<file path="src/rtl/key_op_capture.sv">
// Calculator input stage: syncs and debounces KEY, captures one operator press plus SW operands.
// Optional HOLD_TIMEOUT_EN macro adds an expiry timer on the held operation.
module key_op_capture #(
  parameter int DEBOUNCE_CYCLES = 1_000_000,
  parameter int TIMEOUT_CYCLES  = 250_000_000
) (
  input  logic       CLOCK_50,
  input  logic       RESET_N,
  input  logic [3:0] KEY,
  input  logic [9:0] SW,
  output logic [3:0] op_a,
  output logic [3:0] op_b,
  output logic [1:0] op_sel,
  output logic       op_valid,
  output logic       op_strobe
);

  localparam int               CNT_W      = $clog2(DEBOUNCE_CYCLES + 1);
  localparam logic [CNT_W-1:0] DB_LAST_M1 = CNT_W'(DEBOUNCE_CYCLES - 1);

  typedef enum logic {
    IDLE,
    LOCKED
  } state_t;

  logic [3:0]       key_meta_q, key_meta_d;
  logic [3:0]       key_sync_q, key_sync_d;
  logic [9:0]       sw_meta_q,  sw_meta_d;
  logic [9:0]       sw_sync_q,  sw_sync_d;
  logic [3:0]       key_db_q,   key_db_d;
  logic [3:0]       key_prev_q, key_prev_d;
  logic [CNT_W-1:0] db_cnt_q [4];
  logic [CNT_W-1:0] db_cnt_d [4];
  state_t           state_q, state_d;
  logic [3:0]       op_a_q, op_a_d;
  logic [3:0]       op_b_q, op_b_d;
  logic [1:0]       op_sel_q, op_sel_d;
  logic             op_valid_q, op_valid_d;
  logic             op_strobe_q, op_strobe_d;

  logic [3:0]       press;
  logic             clear;
  logic             capture;
  logic             unused_sw;

`ifdef HOLD_TIMEOUT_EN
  localparam logic [31:0] HOLD_LAST = 32'(TIMEOUT_CYCLES);
  logic [31:0] hold_cnt_q, hold_cnt_d;
`else
  logic [31:0] unused_timeout;
  assign unused_timeout = 32'(TIMEOUT_CYCLES);
`endif

  // Lowest-numbered key wins, matching the datapath's operator priority.
  function automatic logic [1:0] encode_press(input logic [3:0] p);
    logic [1:0] code;
    code = 2'd3;
    if (p[2]) code = 2'd2;
    if (p[1]) code = 2'd1;
    if (p[0]) code = 2'd0;
    return code;
  endfunction

  assign unused_sw = sw_sync_q[8];

  always_comb begin
    key_meta_d = KEY;
    key_sync_d = key_meta_q;
    sw_meta_d  = SW;
    sw_sync_d  = sw_meta_q;
  end

  // Any cycle where the synced level agrees with the accepted level restarts the count.
  always_comb begin
    for (int i = 0; i < 4; i++) begin
      db_cnt_d[i] = '0;
      key_db_d[i] = key_db_q[i];
      if (key_sync_q[i] != key_db_q[i]) begin
        if (db_cnt_q[i] == DB_LAST_M1) begin
          key_db_d[i] = key_sync_q[i];
        end else begin
          db_cnt_d[i] = db_cnt_q[i] + CNT_W'(1);
        end
      end
    end
  end

  assign key_prev_d = key_db_q;
  assign press      = key_prev_q & ~key_db_q;
  assign clear      = sw_sync_q[9];

  always_comb begin
    state_d = state_q;
    capture = 1'b0;
    case (state_q)
      IDLE: begin
        if ((|press) && !clear) begin
          capture = 1'b1;
          state_d = LOCKED;
        end
      end
      LOCKED: begin
        if (key_db_q == 4'b1111) state_d = IDLE;
      end
      default: state_d = IDLE;
    endcase
  end

  always_comb begin
    op_a_d      = op_a_q;
    op_b_d      = op_b_q;
    op_sel_d    = op_sel_q;
    op_valid_d  = op_valid_q;
    op_strobe_d = capture;
`ifdef HOLD_TIMEOUT_EN
    hold_cnt_d  = hold_cnt_q;
    if (capture) begin
      hold_cnt_d = '0;
    end else if (op_valid_q) begin
      hold_cnt_d = hold_cnt_q + 32'd1;
    end
`endif
    if (capture) begin
      op_a_d     = sw_sync_q[3:0];
      op_b_d     = sw_sync_q[7:4];
      op_sel_d   = encode_press(press);
      op_valid_d = 1'b1;
    end else if (clear) begin
      op_a_d     = '0;
      op_b_d     = '0;
      op_sel_d   = '0;
      op_valid_d = 1'b0;
    end
`ifdef HOLD_TIMEOUT_EN
    else if (op_valid_q && (hold_cnt_q == HOLD_LAST)) begin
      op_a_d     = '0;
      op_b_d     = '0;
      op_sel_d   = '0;
      op_valid_d = 1'b0;
    end
`endif
  end

  // Key synchronizers reset to "released" so reset never fabricates a press.
  always_ff @(posedge CLOCK_50 or negedge RESET_N) begin
    if (!RESET_N) begin
      key_meta_q  <= 4'b1111;
      key_sync_q  <= 4'b1111;
      sw_meta_q   <= '0;
      sw_sync_q   <= '0;
      key_db_q    <= 4'b1111;
      key_prev_q  <= 4'b1111;
      for (int i = 0; i < 4; i++) db_cnt_q[i] <= '0;
      state_q     <= IDLE;
      op_a_q      <= '0;
      op_b_q      <= '0;
      op_sel_q    <= '0;
      op_valid_q  <= 1'b0;
      op_strobe_q <= 1'b0;
`ifdef HOLD_TIMEOUT_EN
      hold_cnt_q  <= '0;
`endif
    end else begin
      key_meta_q  <= key_meta_d;
      key_sync_q  <= key_sync_d;
      sw_meta_q   <= sw_meta_d;
      sw_sync_q   <= sw_sync_d;
      key_db_q    <= key_db_d;
      key_prev_q  <= key_prev_d;
      for (int i = 0; i < 4; i++) db_cnt_q[i] <= db_cnt_d[i];
      state_q     <= state_d;
      op_a_q      <= op_a_d;
      op_b_q      <= op_b_d;
      op_sel_q    <= op_sel_d;
      op_valid_q  <= op_valid_d;
      op_strobe_q <= op_strobe_d;
`ifdef HOLD_TIMEOUT_EN
      hold_cnt_q  <= hold_cnt_d;
`endif
    end
  end

  assign op_a      = op_a_q;
  assign op_b      = op_b_q;
  assign op_sel    = op_sel_q;
  assign op_valid  = op_valid_q;
  assign op_strobe = op_strobe_q;

endmodule
</file>
<file path="config.mk">
export PLATFORM = sky130hd
export DESIGN_NAME = key_op_capture
export DESIGN_NICKNAME = d
export VERILOG_FILES = /design/src/rtl/key_op_capture.sv
export SDC_FILE = /design/constraint.sdc
export NUM_CORES = 1
export LEC_CHECK = 0
export CAP_MARGIN = 25
export CORE_MARGIN = 1
export CORE_UTILIZATION = 60
export DETAILED_ROUTE_END_ITERATION = 8
export PLACE_DENSITY = 0.88
export SLEW_MARGIN = 20
export SYNTH_ARGS = -nofsm -noshare
export SYNTH_HDL_FRONTEND = slang
export SYNTH_SLANG_ARGS = --single-unit
</file>
<file path="constraint.sdc">
create_clock -name CLOCK_50 -period 2.85 [get_ports CLOCK_50]
set_input_delay 0.57 -clock CLOCK_50 [delete_from_list [all_inputs] [get_ports CLOCK_50]]
set_output_delay 0.57 -clock CLOCK_50 [all_outputs]
set_load 0.02 [all_outputs]
</file>
-- After elaboration in Yosys (flattened, before gate mapping)
Cells that the tools add are included.
- bitwise logic cells: 3
- add/sub/neg operators: 4
- multiplexer cells: 22
- reduce and logical (&&, ||, !) cells: 8
- eq/ne operators: 9
- operator list (cell ; count):
    $mux W20 ; 8
    $add A20 B1 Y20 const B ; 4
    $eq A20 B20 Y1 const B ; 4
    $mux W4 ; 3
    $mux W2 ; 4
    $reduce_and A2 Y1 ; 4
    $mux W1 ; 6
    $and A4 B4 Y4 ; 1
    $eq A4 B4 Y1 const B ; 1
    $ne A1 B1 Y1 ; 4
    $not A4 Y4 ; 1
    $reduce_or A4 Y1 ; 1
    $pmux W1 S2 ; 1
    $reduce_bool A2 Y1 ; 1
    $logic_and A1 B1 Y1 ; 1
    $logic_not A1 Y1 ; 1
    $not A1 Y1 ; 1
- logic and storage cells: 65
- flip-flop bits (word level): 129
- bits of input ports: 16
- output and inout bits: 12

-- Longest topological paths before layout
Gate-level depths: netlist (run 1).
- depth in word-level cells: 7
- depth in mapped cells: 6
- mapped depth without buffers: 5

-- Worst setup path before layout (run 1)
OpenSTA, ideal clock, no wires.
- kind: register -> register
- from: reg db_cnt_q[72] (netlist name)
- to: reg key_db_q[0]
- library setup time: 0.082 ns
- data required time: 2.768 ns
- clock period less this slack: 2.037 ns
- cell stages (with the launch flop): 5
- slack: 0.813 ns
- data arrival time: 1.955 ns
- path buffers: 0
- cell sequence: dfrtp_1 -> or4_1 -> or4_4 -> nor2_1 -> mux2_2
- longest elaborated chain between the ends: 2
- ends and longest elaborated chain (element ; line ; text):
    start, declared ; 32 ; logic [CNT_W-1:0] db_cnt_q [4];
    $eq A20 B20 Y1 ; 79 ; if (db_cnt_q[i] == DB_LAST_M1) begin
    $reduce_and A2 Y1 (no source line) ; -- ;
    end signal, assigned ; 168 ; key_db_q <= key_db_d;
    end, declared ; 30 ; logic [3:0] key_db_q, key_db_d;
Every way passes these cells.
A chain may end at the register's enable or synchronous reset.

==> flow_summary.json, run 1 <==
{
  "period_minus_slack_ps": 2275,
  "fmax_mhz": 439.5,
  "crit_fanout": 8,
  "wl_per_cell_um": 16.11,
  "fin_util_pct": 73.64,
  "worst_skew_pair.late_latency_ps": 510,
  "io_pins": 28,
  "hold_violations": 0,
  "cts.sinks": 127,
  "via_count": 3971,
  "cts.hold.buffers_added": 1,
  "critPathRequiredTime_ps": 3290,
  "status": "complete, no violations",
  "ys_types": 42,
  "comb_power_share_pct": 2.8,
  "ant_nets": 0,
  "clock_skew_ps": 4.839,
  "cp-start-kind": "flip-flop",
  "netlist_top_cells_count": "dfrtp_1 (111), nor2_1 (73), nand3_1 (33), xnor2_1 (30)",
  "cts-resized-gates": 0,
  "grt_pass1_wl_um": 18860,
  "yosys_most_used_dff": "dfrtp_1",
  "core_area_mm2": 0.008806,
  "grtUsageTotal_pct": 24.95,
  "setup_violations": 0,
  "period_share_pct": 79.83,
  "max_slew_margin_pct": 57.07,
  "synth_fp_nets": 530,
  "dp_hpwl_um": 6750,
  "row_count": 34,
  "die_area_mm2": 0.009601,
  "routed_via_density": 5.918,
  "stdcell_area_mm2": 0.006485,
  "cts_made_buffers": 17,
  "die-width_um": 97.99,
  "pwr_density_cell_mw_per_mm2": 616.6,
  "end_kind": "flip-flop",
  "yosysTopAreaCellShare_pct": 50.25,
  "drive_above_1_share_pct": 12.97,
  "async_flop_share_pct": 100.0,
  "leakagePower_nw": 2.624,
  "p_seq_share_pct": 46.7,
  "synthToLayoutAreaGrowth_pct": 17.32,
  "tns_ps": 0,
  "drv_cap": 0,
  "drtIter0Drc": 205,
  "p_switching_uw": 922.7,
  "netlist_instances": 510,
  "worstSetupPathType": "flip-flop to flip-flop",
  "cts_tree": "built",
  "synth.avg_cell_area_um2": 10.84,
  "hold_path_class": "flip-flop to flip-flop",
  "antennaDiodeCount": 0,
  "htree_levels": 4,
  "die_h_um": 97.99,
  "tightest_slew_ps": 638.0,
  "synth.most_common_cell": "dfrtp_1",
  "synth-seq-area-share_pct": 57.85,
  "grt_pass1_vias": 4032,
  "synth_area_leaders": "dfrtp_1 (50%), dfstp_2 (7.6%), nor2_1 (5.0%), xnor2_1 (4.8%), xor2_1 (3.2%)",
  "antenna_found_initial": 0,
  "floorplan.initialDensity_pct": 62.77,
  "nets": 570,
  "critical_path_arrival_ps": 2710,
  "first_pass_iters": 4,
  "grt_overflow": 0,
  "yosys.area.top_type": "dfrtp_1",
  "peakVddDrop_mv": 0.4609,
  "gp_congestion": 0.8268,
  "clock_power_share_pct": 50.5,
  "drc": 0,
  "syn-cell-area_mm2": 0.005528,
  "synth_warnings": 0,
  "p_int_mw": 3.076,
  "hold_ws_ps": 349.0,
  "synth_edf_count": 0,
  "clk_pin_slew_worst_paths_ps": 60,
  "rsz0062_at_grt": "no",
  "dpl-instance-area_mm2": 0.005914,
  "finalWirelength_um": 10810,
  "clockBufferDepth": 2,
  "p_sw_share_pct": 23.08,
  "grt_max_degree": 60,
  "cts_root_buf": "clkbuf_8",
  "portBuffers": 26,
  "slew_violations": 0,
  "ys_seq_elements": 127,
  "post_cts_buffers": 0
}
## sequential cells by signal (all words and copies together), names as in the netlist
name and count:
op_a 4, sw_sync_q 9, key_db_q 4, db_cnt_q 80
op_valid 1, sw_meta_q 9, key_meta_q 4, op_sel 2
key_sync_q 4, state_q 1, key_prev_q 4, op_b 4
op_strobe 1
## power by group through the flow
stage,logic (mW),clock network [mW],registers (mW)
after global placement,0.107,0,1.89
after floorplan,0.0442,0,1.89
after detailed placement,0.112,0,1.90
final,0.113,2.02,1.87
after global routing,0.129,2.13,1.87
after CTS,0.115,2.04,1.87
## worst paths after layout
path / depth (start not counted) / startpoint / slack, ps / endpoint
setup / recovery: 5 / db_cnt_q[40]$_DFF_PN0_ / 570 / db_cnt_q[58]$_DFF_PN0_
hold / removal: 0 / sw_meta_q[7]$_DFF_PN0_ / 350 / sw_sync_q[7]$_DFF_PN0_
setup reg to reg: 5 / db_cnt_q[40]$_DFF_PN0_ / 570 / db_cnt_q[58]$_DFF_PN0_
hold reg to reg: 0 / sw_meta_q[7]$_DFF_PN0_ / 350 / sw_sync_q[7]$_DFF_PN0_
max in group asynchronous: 3 / RESET_N / 1640 / key_db_q[0]$_DFFE_PN1P_
min in group asynchronous: 2 / RESET_N / 530 / db_cnt_q[28]$_DFF_PN0_
## cells in the final DEF, fill, tap and decap left out, drive strengths merged, types with 5 or more instances in the layout
cell type      synthesis  layout
dfrtp                111     111
nor2                  73      73
nand3                 35      35
xnor2                 30      30
clkdlybuf4s50          0      25
a21oi                 24      24
nand2                 23      23
inv                   16      21
xor2                  20      20
o21ai                 19      19
clkbuf                 4      18
or4                   18      18
dfstp                 16      16
or3                   14      14
nand4                 13      13
mux2i                 12      12
nor4                  11      11
nor3                  11      11
and3                  10      10
o31ai                 10      10
buf                    8       7
clkinv                 0       6
nand2b                 5       5
and2                   5       5
## logic make-up (layout without fill, tap and decap cells)
| family | after synthesis | count (layout) | synth area share (%) |
|---|---|---|---|
| AOI/OAI and AO/OA | 57 | 57 | 6.315 |
| xor gates and xnor gates | 50 | 50 | 7.922 |
| adders and majority gates | 4 | 4 | 0.9054 |
| buffers and inverters | 28 | 81 | 2.331 |
| DFF | 127 | 127 | 57.85 |
| muxes | 16 | 16 | 2.988 |
| and+or+nand+nor | 228 | 228 | 21.68 |
## routing by layer
layer / GRT usage, % / up-vias / share of wire [%]
met3: 6.657 / 23 / 4.7
met5: 0 / - / 0
met1: 31.99 / 1957 / 43
met4: 11.89 / 0 / 2.1
met2: 39.76 / 121 / 50
li1: - / 1870 / -
## area by class of cell
cell class,count,area [um^2]
timing repair buffer,33,325.3
clock buffer,18,427.9
multi-input combinational,355,2206
inverter,16,60.06
fill,565,2321
tap,108,135.1
clock inverter,14,132.6
sequential,127,3198
## through the flow
step / total power, mW / instances / worst slack (ps)
floorplan: 1.934 / 510 / 813.2
global placement: 2.002 / 638 / 670.1
detailed placement: 2.010 / 638 / 600.5
CTS: 4.027 / 671 / 600.4
global route: 4.132 / 671 / 441.0
finish: 3.999 / 671 / 574.7
## critical path: stages, from the launching register on
cell,delay [ps]
dfrtp_1,430
ha_1,260
nand2_1,130
or4_1,680
or4_1,550
a21oi_1,160
Note: power is estimated with default switching activity, not from simulation.
==> inputs of run 2 (changes only) <==
CORE_UTILIZATION = 54   (was 60)
PLACE_DENSITY = 0.84   (was 0.88)
clock period = 1.9 ns   (was 2.85 ns; I/O delays follow)
==> run 2 against run 1 <==
Against the previous run: the run now ends with setup timing left; count of clock-buffer cells in the layout increased by 2; critical path depth unchanged; maximum frequency up 12%; total power rose by 61%; design area increased by 11%; sequential share of layout area is 4.8 points lower; non-clock buffer count increased by 58; worst setup slack worse by 700 ps; via count up 10%; critical path type unchanged; critical endpoint is now db_cnt_q[62]$_DFF_PN0_; highest routed layer unchanged.
==> flow_summary.json, run 2 (synthesized netlist as in run 1, its figures left out) <==
{
  "layout_common_cells": "dfrtp_1 (111), nor2_1 (69), buf_4 (56)",
  "cp_top_family": "simple AND/OR/NAND/NOR gates",
  "hold_path_class": "input port to flip-flop",
  "clock_power_share_pct": 53.1,
  "worstSetupPathType": "flip-flop to flip-flop",
  "critical_path_arrival_ps": 2450,
  "period_minus_slack_ps": 2030,
  "dp_hpwl_um": 7757,
  "via_count": 4370,
  "tns_ps": -3148,
  "gp_congestion": 0.8236,
  "use_met3_pct": 7.056,
  "cts_made_buffers": 17,
  "grt_overflow": 0,
  "io_pins": 28,
  "grt_max_degree": 62,
  "drc": 0,
  "crit_fanout": 16,
  "first_pass_iters": 4,
  "grt_util_met1_pct": 30.93,
  "cts_tree": "built",
  "top_register": "db_cnt_q",
  "grt_pass1_vias": 4504,
  "wl_per_cell_um": 17.59,
  "htree_levels": 4,
  "nets": 628,
  "clockBufferDepth": 2,
  "crit_buf_inv": 1,
  "violations": "setup timing",
  "cts.sinks": 127,
  "drv_cap": 0,
  "final_common_cell": "dfrtp_1",
  "p_switching_mw": 1.385,
  "die-width_um": 103.2,
  "status": "finished with violations",
  "cp-start-kind": "flip-flop",
  "fin_util_pct": 72.79,
  "pwr_density_cell_mw_per_mm2": 898.0,
  "routed_via_density": 5.796,
  "clk_pin_slew_worst_paths_ps": 60,
  "p_sw_share_pct": 21.47,
  "crit_slowest_cell": "or4_4",
  "peakVddDrop_mv": 0.9144,
  "path_cells": "or4bb_1 > or4_4 > o21ai_4 > buf_12 > nor2_1",
  "slew_violations": 0,
  "antenna_found_initial": 0,
  "top_regs": "db_cnt_q: 80 flops, sw_meta_q: 9 flops, sw_sync_q: 9 flops",
  "die_area_mm2": 0.01065,
  "max_slew_margin_pct": 72.12,
  "ant_nets": 0,
  "floorplan.initialDensity_pct": 56.04,
  "critPathRequiredTime_ps": 2320,
  "drive_above_1_share_pct": 23.99,
  "setup_ws_ps": -129.8,
  "grt_busiest_layer": "met2",
  "tightest_slew_ps": 418.2,
  "leakagePower_nw": 3.078,
  "cts_root_buf": "clkbuf_8",
  "end_kind": "flip-flop",
  "comb_power_share_pct": 3.4,
  "fillCellCount": 585,
  "worst_skew_pair.late_latency_ps": 540,
  "p_int_mw": 5.064,
  "setup_violations": 39,
  "row_count": 36,
  "largest_register_ffs": 80,
  "grt_pass1_wl_um": 21310,
  "core_area_mm2": 0.009864,
  "critPathMaxStageDelay_ps": 540,
  "drtIter0Drc": 176,
  "finalWirelength_um": 13260,
  "use_met2_pct": 47.38,
  "clock_skew_ps": 9.680,
  "antennaDiodeCount": 0,
  "hold_violations": 0,
  "portBuffers": 26,
  "fmax_mhz": 492.7,
  "p_seq_share_pct": 43.5,
  "period_share_pct": 106.8,
  "synthToLayoutAreaGrowth_pct": 29.90,
  "die_h_um": 103.2,
  "grtUsageTotal_pct": 27.04,
  "rsz0062_at_grt": "yes"
}
==> run 2: changes by cell type in the layout (fill, tap and decap cells not counted), moves of 5 or more <==
cell	delta
or4_4	+5
buf_4	+50
clkdlybuf4s50_1	-12
dlygate4sd2_1	+8
or4_1	-5
==> run 2: worst paths after layout <==
kind	start	endpoint	slack (ps)	cells after the start
setup / recovery	db_cnt_q[71]$_DFF_PN0_	db_cnt_q[62]$_DFF_PN0_	-130	5
max in group asynchronous	RESET_N	key_prev_q[3]$_DFF_PN1_	880	3
hold / removal	KEY[1]	key_meta_q[1]$_DFF_PN1_	250	1
setup reg to reg	db_cnt_q[71]$_DFF_PN0_	db_cnt_q[62]$_DFF_PN0_	-130	5
min in group asynchronous	RESET_N	db_cnt_q[73]$_DFF_PN0_	320	2
hold reg to reg	sw_meta_q[1]$_DFF_PN0_	sw_sync_q[1]$_DFF_PN0_	350	0
==> run 2: timing repair <==
item | 4_1_cts | 5_1_grt
cloned | 1 | 0
resized for setup | 17 | 18
hold buffers | 1 | 0
pin swaps | 2 | 2
buffers inserted | 2 | 3
endpoints found under the hold margin | 26 | 0
setup endpoints to repair | 61 | 67
==> run 2: layout make-up <==
cell class                 instances  area [um^2]  area share [%]
sequential                       127         3198           44.54
multi-input combinational        355         2316           32.25
inverter                          16        60.06          0.8364
clock inverter                    12        183.9           2.561
timing repair buffer              91        810.8           11.29
tap                              133        166.4           2.317
clock buffer                      20        445.4           6.203
==> run 2: worst reg2reg max path, delay by kind of cell, from the launching register on <==
kind | cells | cell delay [ps]
compound gates | 1 | 210
flops | 1 | 390
buf+inv | 1 | 180
simple gates | 3 | 1130
==> run 2: power by group through the flow <==
stage	Clock [mW]	Sequential [mW]	Combinational, mW
4_1_cts	3.46	2.80	0.206
3_5_place_dp	0	2.85	0.197
5_1_grt	3.59	2.81	0.240
3_3_place_gp	0	2.84	0.186
2_1_floorplan	0	2.84	0.0688
6_report	3.43	2.81	0.217
==> run 2: per-stage QoR <==
stage               total power, mW  cell area [um^2]  std cells  worst slack [ps]  hold slack [ps]
floorplan                     2.906              5568        510            -85.24            84.41
global placement              3.029              6409        716            -71.91            331.5
detailed placement            3.045              6409        716            -78.66            333.8
CTS                           6.466              7093        752            -93.78            235.7
global route                  6.642              7181        754            -148.5            246.7
finish                        6.448              7181        754            -129.8            252.1
==> run 2: layer usage <==
metal | vias up | share of wire (%)
met1 | 2180 | 38
met5 | - | 0
met4 | 0 | 3.0
li1 | 1989 | -
met3 | 42 | 4.7
met2 | 159 | 54
==> inputs of run 3 (changes only) <==
GPL_TIMING_DRIVEN = 0   (was default)
==> run 3 against run 2 <==
Against the previous run: register-to-register slack got worse by 70 ps; die area unchanged; design area increased by 0.71%; sequential share of layout area decreased by 0.26 points; the flow still finishes with violations (setup timing); non-clock buffer count decreased by 8; clock power decreased by 8.7%; worst hold slack improved by 21 ps; largest cell class unchanged; critical path type unchanged; via count increased by 0.57%.
==> flow_summary.json, run 3 (synthesized netlist as in run 1, its figures left out) <==
{
  "status": "finished with violations",
  "wl_per_cell_um": 17.67,
  "routed_via_density": 5.891,
  "ant_nets": 0,
  "fillCellCount": 582,
  "cts_root_buf": "clkbuf_8",
  "fmax_mhz": 476.6,
  "portBuffers": 26,
  "clockBufferDepth": 2,
  "floorplan.initialDensity_pct": 56.04,
  "hold_violations": 0,
  "end_kind": "flip-flop",
  "largest_register_ffs": 80,
  "critPathRequiredTime_ps": 2300,
  "drive_above_1_share_pct": 27.73,
  "hold_path_class": "input port to flip-flop",
  "violations": "setup timing",
  "finalWirelength_um": 13180,
  "p_sw_share_pct": 22.24,
  "r2r_end": "db_cnt_q[73]$_DFF_PN0_",
  "io_pins": 28,
  "antenna_found_initial": 0,
  "r2r_start": "db_cnt_q[72]$_DFF_PN0_",
  "cts_made_buffers": 17,
  "clock_power_share_pct": 50.8,
  "clock_skew_ps": 7.375,
  "gp_congestion": 0.8187,
  "nets": 620,
  "drc": 0,
  "antennaDiodeCount": 0,
  "grt_overflow": 0,
  "drtIter0Drc": 298,
  "first_pass_iters": 4,
  "top_regs": "db_cnt_q: 80 flops, sw_meta_q: 9 flops, sw_sync_q: 9 flops",
  "use_met2_pct": 42.97,
  "synthToLayoutAreaGrowth_pct": 30.83,
  "crit_fanout": 6,
  "peakVddDrop_mv": 0.7134,
  "cp-start-kind": "flip-flop",
  "leakagePower_nw": 3.074,
  "grt_max_degree": 70,
  "layout_common_cells": "dfrtp_1 (108), nor2_1 (54), buf_4 (41)",
  "period_minus_slack_ps": 2098,
  "die-width_um": 103.2,
  "design_power_total_mw": 6.164,
  "via_count": 4395,
  "pwr_density_cell_mw_per_mm2": 852.3,
  "die_area_mm2": 0.01065,
  "clk_pin_slew_worst_paths_ps": 60,
  "cts.sinks": 127,
  "p_seq_share_pct": 45.5,
  "max_slew_margin_pct": 62.07,
  "grt_util_met1_pct": 30.05,
  "r2r_slack_ps": -200,
  "grt_busiest_layer": "met2",
  "slew_violations": 0,
  "tightest_slew_ps": 569.0,
  "dp_hpwl_um": 6812,
  "cts_tree": "built",
  "die_h_um": 103.2,
  "p_switching_mw": 1.371,
  "worstSetupPathType": "flip-flop to flip-flop",
  "crit_path_end": "db_cnt_q[73]$_DFF_PN0_",
  "use_met3_pct": 6.855,
  "core_area_mm2": 0.009864,
  "critical_path_arrival_ps": 2490,
  "final_common_cell": "dfrtp_1",
  "drv_cap": 0,
  "crit_start": "db_cnt_q[72]$_DFF_PN0_",
  "reg2reg_depth": 5,
  "comb_power_share_pct": 3.6,
  "setup_ws_ps": -198.1,
  "period_share_pct": 110.4,
  "rsz0062_at_grt": "yes",
  "p_int_mw": 4.793,
  "top_register": "db_cnt_q",
  "dpl.cell_count": 670,
  "hold_depth": 1,
  "htree_levels": 4,
  "grt_pass1_wl_um": 19980,
  "row_count": 36,
  "tns_ps": -5778,
  "worst_skew_pair.late_latency_ps": 520,
  "finalNonFillerCells": 746,
  "setup_violations": 41,
  "grtUsageTotal_pct": 24.91,
  "grt_pass1_vias": 4333
}
## run 3: worst min-delay path by stage
| stage | start | end | slack, ps |
|---|---|---|---|
| 2_1_floorplan | RESET_N | db_cnt_q[0]$_DFF_PN0_ | 80 |
| 5_1_grt | KEY[0] | key_meta_q[0]$_DFF_PN1_ | 270 |
| 3_3_place_gp | sw_meta_q[6]$_DFF_PN0_ | sw_sync_q[6]$_DFF_PN0_ | 330 |
| 3_5_place_dp | sw_meta_q[5]$_DFF_PN0_ | sw_sync_q[5]$_DFF_PN0_ | 340 |
| 6_report | KEY[1] | key_meta_q[1]$_DFF_PN1_ | 270 |
| 4_1_cts | KEY[2] | key_meta_q[2]$_DFF_PN1_ | 260 |
## run 3: power groups by stage
stage / Clock, mW / Combinational [mW] / Sequential (mW)
global placement: 0 / 0.164 / 2.84
global route: 3.29 / 0.250 / 2.81
detailed placement: 0 / 0.176 / 2.85
CTS: 3.16 / 0.206 / 2.80
floorplan: 0 / 0.0688 / 2.84
finish: 3.13 / 0.225 / 2.81
## run 3: cell type report
cell class / instances / area, um^2 / area share, %
clock buffer: 19 / 441.7 / 6.107
clock inverter: 13 / 138.9 / 1.920
inverter: 16 / 60.06 / 0.8304
tap: 133 / 166.4 / 2.301
buffer: 10 / 85.08 / 1.176
timing repair buffer: 73 / 680.7 / 9.412
multi-input combinational: 355 / 2457 / 33.98
sequential: 127 / 3202 / 44.27
## run 3: stage by stage
stage | util [%] | hold WS, ps | setup slack (ps) | area [um^2]
CTS | 70.05 | 257.8 | -134.4 | 6910
detailed placement | 61.06 | 335.5 | -269.9 | 6023
finish | 73.31 | 273.5 | -198.1 | 7232
global placement | 60.77 | 332.0 | -4217 | 5995
floorplan | - | 84.41 | -85.24 | 5568
global route | 73.31 | 265.3 | -237.8 | 7232
## run 3: critical path, stage by stage (launching register included)
cell	delay, ps
dfrtp_1	400
or4_1	520
or4_4	540
o21ai_4	280
buf_6	180
nor2_1	60
## run 3: metal layers
metal	vias to the layer above	wire [um]	share of wire, %
met1	2241	5416	41
met5	-	0	0
met2	145	6887	52
li1	1976	-	-
met3	33	564	4.3
met4	0	314	2.4
## run 3: repair_timing
| item | CTS | global route |
|---|---|---|
| pin swaps | 15 | 15 |
| endpoints found under the hold margin | 46 | 0 |
| setup buffers | 24 | 18 |
| gates cloned | 2 | 1 |
| hold buffers | 1 | 0 |
| setup endpoints to repair | 77 | 86 |
| gates resized for setup | 29 | 55 |
